**config.mk**
```make
export PLATFORM = sky130hd
export DESIGN_NAME = bpu_btb
export DESIGN_NICKNAME = d
export VERILOG_FILES = /design/src/rtl/bpu_btb.sv
export SDC_FILE = /design/constraint.sdc
export NUM_CORES = 1
export LEC_CHECK = 0
export CORE_MARGIN = 2
export CORE_UTILIZATION = 57
export DETAILED_ROUTE_END_ITERATION = 6
export PLACE_DENSITY = 0.76
export SKIP_CTS_REPAIR_TIMING = 1
export SLEW_MARGIN = 10
export SYNTH_ARGS = -nofsm -noshare
export SYNTH_HDL_FRONTEND = slang
export SYNTH_SLANG_ARGS = --single-unit
export TNS_END_PERCENT = 30
```
**constraint.sdc**
```tcl
create_clock -name CLK -period 13.6 [get_ports CLK]
set_input_delay 3.4 -clock CLK [delete_from_list [all_inputs] [get_ports CLK]]
set_output_delay 3.4 -clock CLK [all_outputs]
set_load 0.05 [all_outputs]
```
**src/rtl/bpu_btb.sv**
```systemverilog
// Direct-mapped branch target buffer with saturating direction counters.
// Combinational lookup for fetch, single training port from the resolving stage.
module bpu_btb #(
    parameter int unsigned ADDR_W  = 32,
    parameter int unsigned ENTRIES = 16,
    parameter int unsigned CTR_W   = 2,
    parameter int unsigned STAT_W  = 16
) (
    input  logic              CLK,
    input  logic              RST,
    input  logic [ADDR_W-1:0] fetch_pc,
    output logic              pred_hit,
    output logic              pred_taken,
    output logic [ADDR_W-1:0] pred_target,
    input  logic              upd_valid,
    input  logic [ADDR_W-1:0] upd_pc,
    input  logic              upd_uncond,
    input  logic              upd_taken,
    input  logic [ADDR_W-1:0] upd_target,
    input  logic              upd_pred_taken,
    input  logic [ADDR_W-1:0] upd_pred_target,
    input  logic              invalidate,
    output logic              upd_mispredict,
    output logic [STAT_W-1:0] stat_hits,
    output logic [STAT_W-1:0] stat_mispredicts
);

    localparam int unsigned IDX_W = $clog2(ENTRIES);
    localparam int unsigned TAG_W = ADDR_W - IDX_W - 2;
    localparam logic [CTR_W-1:0] CTR_MAX  = '1;
    localparam logic [CTR_W-1:0] CTR_WEAK = CTR_W'(1) << (CTR_W - 1);

    logic [ENTRIES-1:0] valid_q, valid_d;
    logic [TAG_W-1:0]   tag_q    [ENTRIES];
    logic [TAG_W-1:0]   tag_d    [ENTRIES];
    logic [ADDR_W-1:0]  target_q [ENTRIES];
    logic [ADDR_W-1:0]  target_d [ENTRIES];
    logic               uncond_q [ENTRIES];
    logic               uncond_d [ENTRIES];
    logic [CTR_W-1:0]   ctr_q    [ENTRIES];
    logic [CTR_W-1:0]   ctr_d    [ENTRIES];
    logic [STAT_W-1:0]  hits_q, hits_d;
    logic [STAT_W-1:0]  mispred_q, mispred_d;

    logic [IDX_W-1:0] f_idx, u_idx;
    logic [TAG_W-1:0] f_tag, u_tag;
    logic             u_hit;
    logic             unused_pc_lsbs;

    assign unused_pc_lsbs = ^{fetch_pc[1:0], upd_pc[1:0]};

    // Lookup is masked during reset so the fetch stage never sees stale entries.
    always_comb begin
        f_idx       = fetch_pc[IDX_W+1:2];
        f_tag       = fetch_pc[ADDR_W-1:IDX_W+2];
        pred_hit    = !RST && valid_q[f_idx] && (tag_q[f_idx] == f_tag);
        pred_taken  = pred_hit && (uncond_q[f_idx] || ctr_q[f_idx][CTR_W-1]);
        pred_target = pred_taken ? target_q[f_idx] : fetch_pc + ADDR_W'(4);
    end

    always_comb begin
        upd_mispredict = upd_valid &&
                         ((upd_pred_taken != upd_taken) ||
                          (upd_taken && (upd_pred_target != upd_target)));
    end

    always_comb begin
        valid_d  = valid_q;
        tag_d    = tag_q;
        target_d = target_q;
        uncond_d = uncond_q;
        ctr_d    = ctr_q;
        u_idx    = upd_pc[IDX_W+1:2];
        u_tag    = upd_pc[ADDR_W-1:IDX_W+2];
        u_hit    = valid_q[u_idx] && (tag_q[u_idx] == u_tag);

        if (invalidate) begin
            valid_d = '0;
        end else if (upd_valid) begin
            if (u_hit) begin
                if (upd_taken) begin
                    if (ctr_q[u_idx] != CTR_MAX) ctr_d[u_idx] = ctr_q[u_idx] + CTR_W'(1);
                    target_d[u_idx] = upd_target;
                    uncond_d[u_idx] = upd_uncond;
                end else if (ctr_q[u_idx] != '0) begin
                    ctr_d[u_idx] = ctr_q[u_idx] - CTR_W'(1);
                end
            end else if (upd_taken) begin
                valid_d[u_idx]  = 1'b1;
                tag_d[u_idx]    = u_tag;
                target_d[u_idx] = upd_target;
                uncond_d[u_idx] = upd_uncond;
                ctr_d[u_idx]    = CTR_WEAK;
            end
        end
    end

    always_comb begin
        hits_d    = hits_q;
        mispred_d = mispred_q;
        if (pred_hit && (hits_q != '1)) hits_d = hits_q + STAT_W'(1);
        if (upd_mispredict && (mispred_q != '1)) mispred_d = mispred_q + STAT_W'(1);
    end

    assign stat_hits        = hits_q;
    assign stat_mispredicts = mispred_q;

    always_ff @(posedge CLK) begin
        if (RST) begin
            valid_q   <= '0;
            hits_q    <= '0;
            mispred_q <= '0;
            for (int unsigned i = 0; i < ENTRIES; i++) ctr_q[i] <= '0;
        end else begin
            valid_q   <= valid_d;
            tag_q     <= tag_d;
            target_q  <= target_d;
            uncond_q  <= uncond_d;
            ctr_q     <= ctr_d;
            hits_q    <= hits_d;
            mispred_q <= mispred_d;
        end
    end

endmodule

```
* After elaboration in Yosys (flattened, before gate mapping) *
Index checks and enable logic that the tools add are counted.

storage, ports and cells
  input port bits = 135
  register bits after elaboration = 1024
  word-level logic and storage cells = 159
  output and inout port bits = 67

operators by class
  equality and inequality tests = 8
  magnitude comparators = 6
  bitwise operators = 9
  reductions and logical operators = 21
  $add $sub $neg = 5
  muxes and demuxes = 43

operators by type and width
  operator                 number
  $bwmux W512              1
  $bwmux W416              1
  $mux W32                 9
  $bmux W26 S4             2
  $mux W26                 5
  $bmux W32 S4             1
  $demux W32 S4            1
  $demux W26 S4            1
  $bwmux W32               2
  $eq A26 B26 Y1           2
  $add A16 B1 Y16 const B  2
  $add A32 B3 Y32 const B  1
  $ne A16 B16 Y1 const B   2
  $ne A32 B32 Y1           1
  $or A16 B16 Y16          2
  $and A16 B16 Y16         1
  $bmux W2 S4              2
  $bwmux W16               1
  $not A16 Y16             1
  $bmux W1 S4              3
  $ge A5 B5 Y1 const B     2
  $logic_and A1 B1 Y1      10
  $lt A4 B5 Y1 const B     2
  $mux W2                  5
  other kinds (19)         32

* Depth between registers and ports, before layout *
Gate-level depths: netlist of run 1.

  depth in word-level cells = 9
  depth in mapped cells = 15
  gate-level depth less buffers = 9

* Worst setup path before layout of run 1 *
Ideal clock, no wire load.

  path type = in2out
  start = input port fetch_pc[4]
  end = output port pred_target[2]
  slack = 3.485 ns
  data arrival time = 6.715 ns
  data required time = 10.200 ns
  path buffers = 5
  stages on the path = 13
  cells stage by stage = buf_2 -> buf_1 -> clkbuf_1 -> mux2i_1 -> mux2i_1 -> xnor2_1 -> nand4_1 -> nor4_2 -> nand2_2 -> or2_1 -> buf_6 -> buf_6 -> mux2i_1

between the ends
  word-level cells in the longest chain between the ends = 8
  elaborated cells between the ends (all ways) = 21
  classes of those cells = eq/ne: 1; mux: 15; bitwise: 1; reduce/logical: 4

RTL lines
  item                                         RTL line    RTL
  start, declared                              11          input logic [ADDR_W-1:0] fetch_pc,
  $not A4 Y5 (implied by the code)             56, 57, 58
  $bmux W26 S4                                 56          pred_hit = !RST && valid_q[f_idx] && (tag_q[f_idx] == f_tag);
  $mux W26 (implied by the code) (2 in a row)  56
  $eq A26 B26 Y1                               56
  $logic_and A1 B1 Y1                          56
  $logic_and A1 B1 Y1                          57          pred_taken = pred_hit && (uncond_q[f_idx] || ctr_q[f_idx][CTR_W-1]);
  $mux W32 (*)                                 58          pred_target = pred_taken ? target_q[f_idx] : fetch_pc + ADDR_W'(4);
  end, declared                                14          output logic [ADDR_W-1:0] pred_target,

Every way passes the cells marked *; elsewhere a longest branch is shown, timed or not. The select of a mux whose other input is x is not followed.

* Final worst setup path of run 1 *
  start = input port fetch_pc[2]
  end = output port pred_target[27]

The elaborated chain is that of the path after synthesis.

==> results.json, run 1 <==
{
  "outcome": "finished, final reports clean",
  "clock_power_share_pct": 41.2,
  "max_freq_mhz": 83.1,
  "grt_usage_pct": 30.0,
  "timing.reg2reg.worst_path_depth": 11,
  "grt_remaining_overflow": 0,
  "final_max_slew_viol_count": 0,
  "floorplan.die_area_mm2": 0.0820,
  "power.density_cell_area_mw_per_mm2": 129,
  "post_synth_num_cell_types": 61,
  "h_tree_depth": 3,
  "crit_path_max_fanout": 61,
  "post_synth.cell_area_avg_um2": 19.0,
  "clkSinkCount": 1024,
  "top_usage_layer": "met2",
  "yosys-top-cells-area": "sky130_fd_sc_hd__edfxtp_1 62%, sky130_fd_sc_hd__mux4_2 18%, sky130_fd_sc_hd__mux2i_1 3.7%",
  "fin_nets": 2750,
  "grtUsageMet1_pct": 40.5,
  "max-vdd-ir-drop_uv": 122,
  "tightest_slew_ps": 1090,
  "grt_first_pass_wirelength_um": 176000,
  "setup_viol": 0,
  "drtPass1Iterations": 6,
  "min_period_ps": 12030,
  "insertion_delay_ps": 690,
  "crit_path_start_kind": "input port",
  "hold_path.startpoint": "ctr_q[12]",
  "antenna_violations_before_repair": 11,
  "reg_to_reg_slack_setup_ps": 9010,
  "timing.hold.worst_endpoint": "ctr_q[12]",
  "floorplan.rows": 103,
  "synth_async_sr_flop_share_pct": 0,
  "power.share.sequential_pct": 51.3,
  "synthCells": 2391,
  "timing.max_cap.violations": 0,
  "detailroute.via_count": 25300,
  "fraction_of_met2_tracks_used_by_global_routing_pct": 48.9,
  "synthesized_area_mm2": 0.0454,
  "grt_pass1_vias": 25800,
  "path_clk_slew_ps": 60,
  "worst-setup-path-type": "in -> out",
  "layoutNonFillerInstCount": 3751,
  "worst_hold_path_type": "reg -> reg",
  "mappedNetlistNets": 2531,
  "yosys_most_used_dff": "sky130_fd_sc_hd__edfxtp_1",
  "ios": 202,
  "detailed_place_hpwl_um": 70300,
  "route.detailed.drc": 0,
  "final.period_utilization_pct": 88.4,
  "route.detailed.vias_per_inst": 6.76,
  "cts-root-to-sink-buffers": 3,
  "worstHoldPathCells": 2,
  "met3_usage_pct": 7.37,
  "switching_share_pct": 22.4,
  "antenna_violating_nets_post_route": 0,
  "floorplan.die.height_um": 286,
  "power_switching_w": 0.00151,
  "setup_tns_ps": 0,
  "share_of_cells_above_drive_strength_1_pct": 25.1,
  "place.detailed.instances": 3554,
  "rsz_0062_raised_after_global_routing": "no",
  "worstSetupEndpointType": "output pin",
  "clock-root-buffer": "sky130_fd_sc_hd__clkbuf_16",
  "maximum_number_of_pins_on_one_net_before_global_route_repair": 80,
  "ys.warnings.count": 0,
  "drt-initial-drc-count": 3424,
  "capture_instance_of_the_worst_register_to_register_path": "tag_q[85]",
  "synth_enable_flop_cells": 944,
  "timing.critical_path.required_ps": 10200,
  "rr_startpoint": "tag_q[349]",
  "timing.max_slew.rel_slack_pct": 26.6,
  "synth_largest_area_cell": "sky130_fd_sc_hd__edfxtp_1",
  "worst-endpoint-arrival_ps": 8630,
  "synth_top_cell_area_share_pct": 62.4,
  "start_util_pct": 57.5,
  "wl_per_cell_um": 32.3,
  "route.final.wire_length_um": 121000,
  "yosysSeqAreaShare_pct": 65.9,
  "chipWidth_um": 286,
  "number_of_buffers_added_by_the_clock_tree_synthesis_step": 104,
  "final_hold_viol_count": 0,
  "area_growth_syn_to_layout_pct": 14.6,
  "cellLeakagePower_nw": 16.6,
  "tritoncts": "built",
  "placement.io_buffers": 199,
  "pwr-share-comb_pct": 7.5,
  "synth_seq_cells": 1024,
  "p_int_w": 0.00523,
  "clock_skew_ps": 61.2,
  "fp.coreArea_mm2": 0.0790,
  "place.gp.congestion": 0.896
}
power groups by stage:
stage	clock (W)	combinational, W	sequential, W
after floorplan	0	0.000304	0.00352
after global placement	0	0.000496	0.00352
after detailed placement	0	0.000504	0.00352
after CTS	0.00280	0.000507	0.00345
after global routing	0.00292	0.000535	0.00345
final	0.00277	0.000509	0.00345
placed cells by master (no fill, tap or decap), types with 10 or more instances in the layout:
cell type,n
sky130_fd_sc_hd__clkbuf_1,32
sky130_fd_sc_hd__nor2_4,32
sky130_fd_sc_hd__nor3_1,19
sky130_fd_sc_hd__or3_1,13
sky130_fd_sc_hd__mux4_2,371
sky130_fd_sc_hd__nand3_1,37
sky130_fd_sc_hd__nor2b_1,11
sky130_fd_sc_hd__mux2i_1,166
sky130_fd_sc_hd__clkbuf_16,108
sky130_fd_sc_hd__o32ai_4,10
sky130_fd_sc_hd__o21ai_0,18
sky130_fd_sc_hd__dfxtp_1,80
sky130_fd_sc_hd__xor2_1,65
sky130_fd_sc_hd__a31oi_1,13
sky130_fd_sc_hd__nand4_1,21
sky130_fd_sc_hd__clkinv_2,11
sky130_fd_sc_hd__edfxtp_1,944
sky130_fd_sc_hd__xnor2_1,74
sky130_fd_sc_hd__and3_1,17
sky130_fd_sc_hd__clkinv_1,22
sky130_fd_sc_hd__a22oi_1,10
sky130_fd_sc_hd__mux2_4,28
sky130_fd_sc_hd__a21oi_1,28
sky130_fd_sc_hd__nand2_1,86
sky130_fd_sc_hd__clkdlybuf4s50_1,191
sky130_fd_sc_hd__buf_4,67
sky130_fd_sc_hd__nor2_1,74
critical path, stage by stage:
cell                              delay (ps)
sky130_fd_sc_hd__buf_8                   470
sky130_fd_sc_hd__buf_4                   390
sky130_fd_sc_hd__mux4_2                  540
sky130_fd_sc_hd__mux2i_1                 160
sky130_fd_sc_hd__a21oi_1                 230
sky130_fd_sc_hd__xnor2_1                 250
sky130_fd_sc_hd__nor4_2                  760
sky130_fd_sc_hd__nand2_2                 200
sky130_fd_sc_hd__or2_2                   560
sky130_fd_sc_hd__buf_4                   360
sky130_fd_sc_hd__mux2_4                  260
sky130_fd_sc_hd__clkdlybuf4s50_1         840
Yosys cell counts (17+ instances only):
cell type	instances
sky130_fd_sc_hd__nand4_1	21
sky130_fd_sc_hd__nand3_1	37
sky130_fd_sc_hd__o21ai_0	18
sky130_fd_sc_hd__nor2_1	106
sky130_fd_sc_hd__buf_2	41
sky130_fd_sc_hd__dfxtp_1	80
sky130_fd_sc_hd__nand2_1	86
sky130_fd_sc_hd__edfxtp_1	944
sky130_fd_sc_hd__buf_1	24
sky130_fd_sc_hd__xor2_1	65
sky130_fd_sc_hd__and3_1	17
sky130_fd_sc_hd__mux4_2	371
sky130_fd_sc_hd__mux2_4	28
sky130_fd_sc_hd__a21oi_1	28
sky130_fd_sc_hd__xnor2_1	74
sky130_fd_sc_hd__clkbuf_1	59
sky130_fd_sc_hd__nor3_1	19
sky130_fd_sc_hd__mux2i_1	166
registers in the layout (all words and copies together), names as in the netlist:
signal and count:
valid_q 16, target_q 512, stat_mispredicts 16, uncond_q 16
ctr_q 32, tag_q 416, stat_hits 16
worst max-delay path by stage:
stage | slack [ps] | depth (start not counted) | endpoint | start
2_1_floorplan | 3480 | 13 | pred_target[2] | fetch_pc[4]
3_3_place_gp | 1600 | 13 | pred_target[27] | fetch_pc[2]
6_report | 1570 | 12 | pred_target[27] | fetch_pc[2]
3_5_place_dp | 1550 | 12 | pred_target[27] | fetch_pc[2]
5_1_grt | 1330 | 13 | pred_target[27] | fetch_pc[2]
4_1_cts | 1520 | 13 | pred_target[27] | fetch_pc[2]
stage by stage:
| stage | total power (W) | worst slack [ps] | hold slack [ps] | cell area, um2 | utilization, % |
|---|---|---|---|---|---|
| after floorplan | 0.00382 | 3480 | 432 | 45400 | - |
| after global placement | 0.00401 | 1600 | 438 | 48700 | 61.6 |
| after detailed placement | 0.00402 | 1550 | 449 | 48700 | 61.6 |
| after CTS | 0.00676 | 1520 | 463 | 52000 | 65.9 |
| after global routing | 0.00691 | 1330 | 485 | 52000 | 65.9 |
| final | 0.00674 | 1570 | 462 | 52000 | 65.9 |
per-layer routing:
metal,wire (um),share of wire (%),up-vias
met5,76,0.063,-
met4,3540,2.9,12
met3,13100,11,232
met2,59600,49,1537
met1,44600,37,13200
li1,-,-,10300
layout make-up:
cell class,count,area (um2)
clock inverter,49,492
multi-input combinational,1204,14900
antenna,7,17.5
clock buffer,141,2840
fill,5052,27000
inverter,11,42.5
sequential,1024,29900
tap,1050,1310
timing repair buffer,265,2500
cells by family after synthesis:
family | Yosys count | synth area share [%]
AOI/OAI and AO/OA | 132 | 2.43
xor gates and xnor gates | 139 | 2.68
adders and majority gates | 5 | 0.138
buffers and inverters | 163 | 1.80
DFF | 1024 | 65.9
muxes | 572 | 23.2
and+or+nand+nor | 356 | 3.86
Power figures use the tool's default switching activity.
==> run 2, diff against run 1 <==
==> constraint.sdc (replaced) <==
create_clock -name CLK -period 13.6 [get_ports CLK]
set_input_delay 3.4 -clock CLK [delete_from_list [all_inputs] [get_ports CLK]]
set_output_delay 3.4 -clock CLK [all_outputs]
set_load 0.02 [all_outputs]
==> results.json, run 2 (synthesized netlist as in run 1, its figures left out) <==
{
  "post-route-worst-setup-slack_ps": 1790,
  "placement.io_buffers": 199,
  "clock_skew_ps": 26.7,
  "mostFrequentLayoutCell": "sky130_fd_sc_hd__edfxtp_1",
  "setup_viol": 0,
  "area_growth_syn_to_layout_pct": 14.9,
  "crit_path_max_fanout": 86,
  "floorplan.rows": 103,
  "share_of_cells_above_drive_strength_1_pct": 25.5,
  "tritoncts": "built",
  "insertion_delay_ps": 670,
  "floorplan.die.height_um": 286,
  "critPathMaxStageDelay_ps": 620,
  "floorplan.die_area_mm2": 0.0820,
  "detailroute.via_count": 25500,
  "chipWidth_um": 286,
  "setup.worst_path.start": "fetch_pc[3]",
  "final_max_slew_viol_count": 0,
  "crit_slowest_cell": "sky130_fd_sc_hd__clkdlybuf4s50_1",
  "wl_per_cell_um": 32.6,
  "min_period_ps": 11810,
  "largest_registers": "target_q x512, tag_q x416, ctr_q x32",
  "pre_cts_ws_ps": 1840,
  "place.gp.congestion": 0.889,
  "timing.max_slew.rel_slack_pct": 22.1,
  "route.final.wire_length_um": 122000,
  "layout.cells.most_common_list": "944 x sky130_fd_sc_hd__edfxtp_1, 371 x sky130_fd_sc_hd__mux4_2, 191 x sky130_fd_sc_hd__clkdlybuf4s50_1",
  "clkSinkCount": 1024,
  "place_area_mm2": 0.0487,
  "cts-root-to-sink-buffers": 3,
  "cellLeakagePower_nw": 16.7,
  "final.period_utilization_pct": 86.9,
  "crit_path_start_kind": "input port",
  "post-layout-total-power_w": 0.00688,
  "worst_hold_path_type": "reg -> reg",
  "fp.coreArea_mm2": 0.0790,
  "critical_path.cell_chain": "buf_8 -> buf_4 -> mux4_2 -> mux2i_1 -> mux2i_1 -> xnor2_1 -> nand4_1 -> nor4_4 -> nand2_2 -> or2_2 -> buf_4 -> mux2_2 -> clkdlybuf4s50_1",
  "worst-setup-path-type": "in -> out",
  "tightest_slew_ps": 1170,
  "worst-endpoint-arrival_ps": 8410,
  "grt_usage_pct": 30.0,
  "outcome": "finished, final reports clean",
  "worstSetupEndpointType": "output pin",
  "setup_tns_ps": 0,
  "route.detailed.drc": 0,
  "clock-root-buffer": "sky130_fd_sc_hd__clkbuf_16",
  "stdcell_area_mm2": 0.0522,
  "final_hold_viol_count": 0,
  "grt_remaining_overflow": 0,
  "antenna_violating_nets_post_route": 0,
  "start_util_pct": 57.5,
  "registers.top_by_ff_count": "target_q",
  "power.density_cell_area_mw_per_mm2": 132,
  "rr_startpoint": "tag_q[68]",
  "timing.max_cap.violations": 0,
  "ios": 202,
  "reg_to_reg_slack_setup_ps": 9030,
  "max_freq_mhz": 84.7,
  "rsz_0062_raised_after_global_routing": "no",
  "detailed_place_hpwl_um": 70800,
  "number_of_buffers_added_by_the_clock_tree_synthesis_step": 101,
  "largest_register_ffs": 512,
  "path_clk_slew_ps": 60,
  "grt_first_pass_wirelength_um": 177000,
  "max-vdd-ir-drop_uv": 114,
  "fin_nets": 2743,
  "antenna_violations_before_repair": 8,
  "route.detailed.vias_per_inst": 6.83,
  "timing.reg2reg.worst_path_depth": 11,
  "drtPass1Iterations": 5,
  "grt_pass1_vias": 25800,
  "capture_instance_of_the_worst_register_to_register_path": "tag_q[349]",
  "maximum_number_of_pins_on_one_net_before_global_route_repair": 87,
  "drt-initial-drc-count": 3484,
  "crit_end": "pred_target[31]",
  "h_tree_depth": 3,
  "timing.critical_path.required_ps": 10200
}
==> run 2: layout make-up <==
class | instances | area, um2
flip-flops and latches | 1024 | 29900
fillers | 5079 | 26800
multi-input cells | 1204 | 14900
clock buffers | 121 | 2620
repair buffers | 261 | 2470
well taps | 1050 | 1310
clock inverters | 59 | 866
inverters | 11 | 42.5
diodes | 8 | 20.0
==> run 2: per-stage QoR <==
stage / util (%) / hold slack, ps / cells
floorplan: - / 432 / 2391
global placement: 61.6 / 439 / 3549
detailed placement: 61.6 / 455 / 3549
CTS: 66.0 / 463 / 3729
global route: 66.0 / 484 / 3733
finish: 66.1 / 464 / 3738
==> run 2: metal layers <==
layer / wire [um] / track usage [%] / up-vias
li1: - / - / 10300
met1: 44700 / 41.3 / 13300
met2: 59400 / 48.1 / 1681
met3: 13800 / 6.50 / 226
met4: 3970 / 10.6 / 8
met5: 51 / 0 / -
==> run 2: critical path: cells and delay by family <==
family | cells | cell delay, ps
muxes | 4 | 1260
xor gates and xnor gates | 1 | 190
and+or+nand+nor | 4 | 1350
buffers and inverters | 4 | 1990
==> run 2: how the worst min path moves through the flow <==
stage                    from   endpoint  cells past startpoint
floorplan           ctr_q[10]  ctr_q[10]                      2
detailed placement  ctr_q[10]  ctr_q[10]                      2
CTS                 ctr_q[10]  ctr_q[10]                      2
global placement    ctr_q[10]  ctr_q[10]                      2
finish              ctr_q[10]  ctr_q[10]                      2
global route        ctr_q[10]  ctr_q[10]                      2
==> run 2: power by group <==
part	switching (W)	leakage, nW	internal (W)
Combinational	0.000281	5.86	0.000214
Sequential	0.00000533	9.13	0.00345
Clock	0.00120	1.69	0.00173
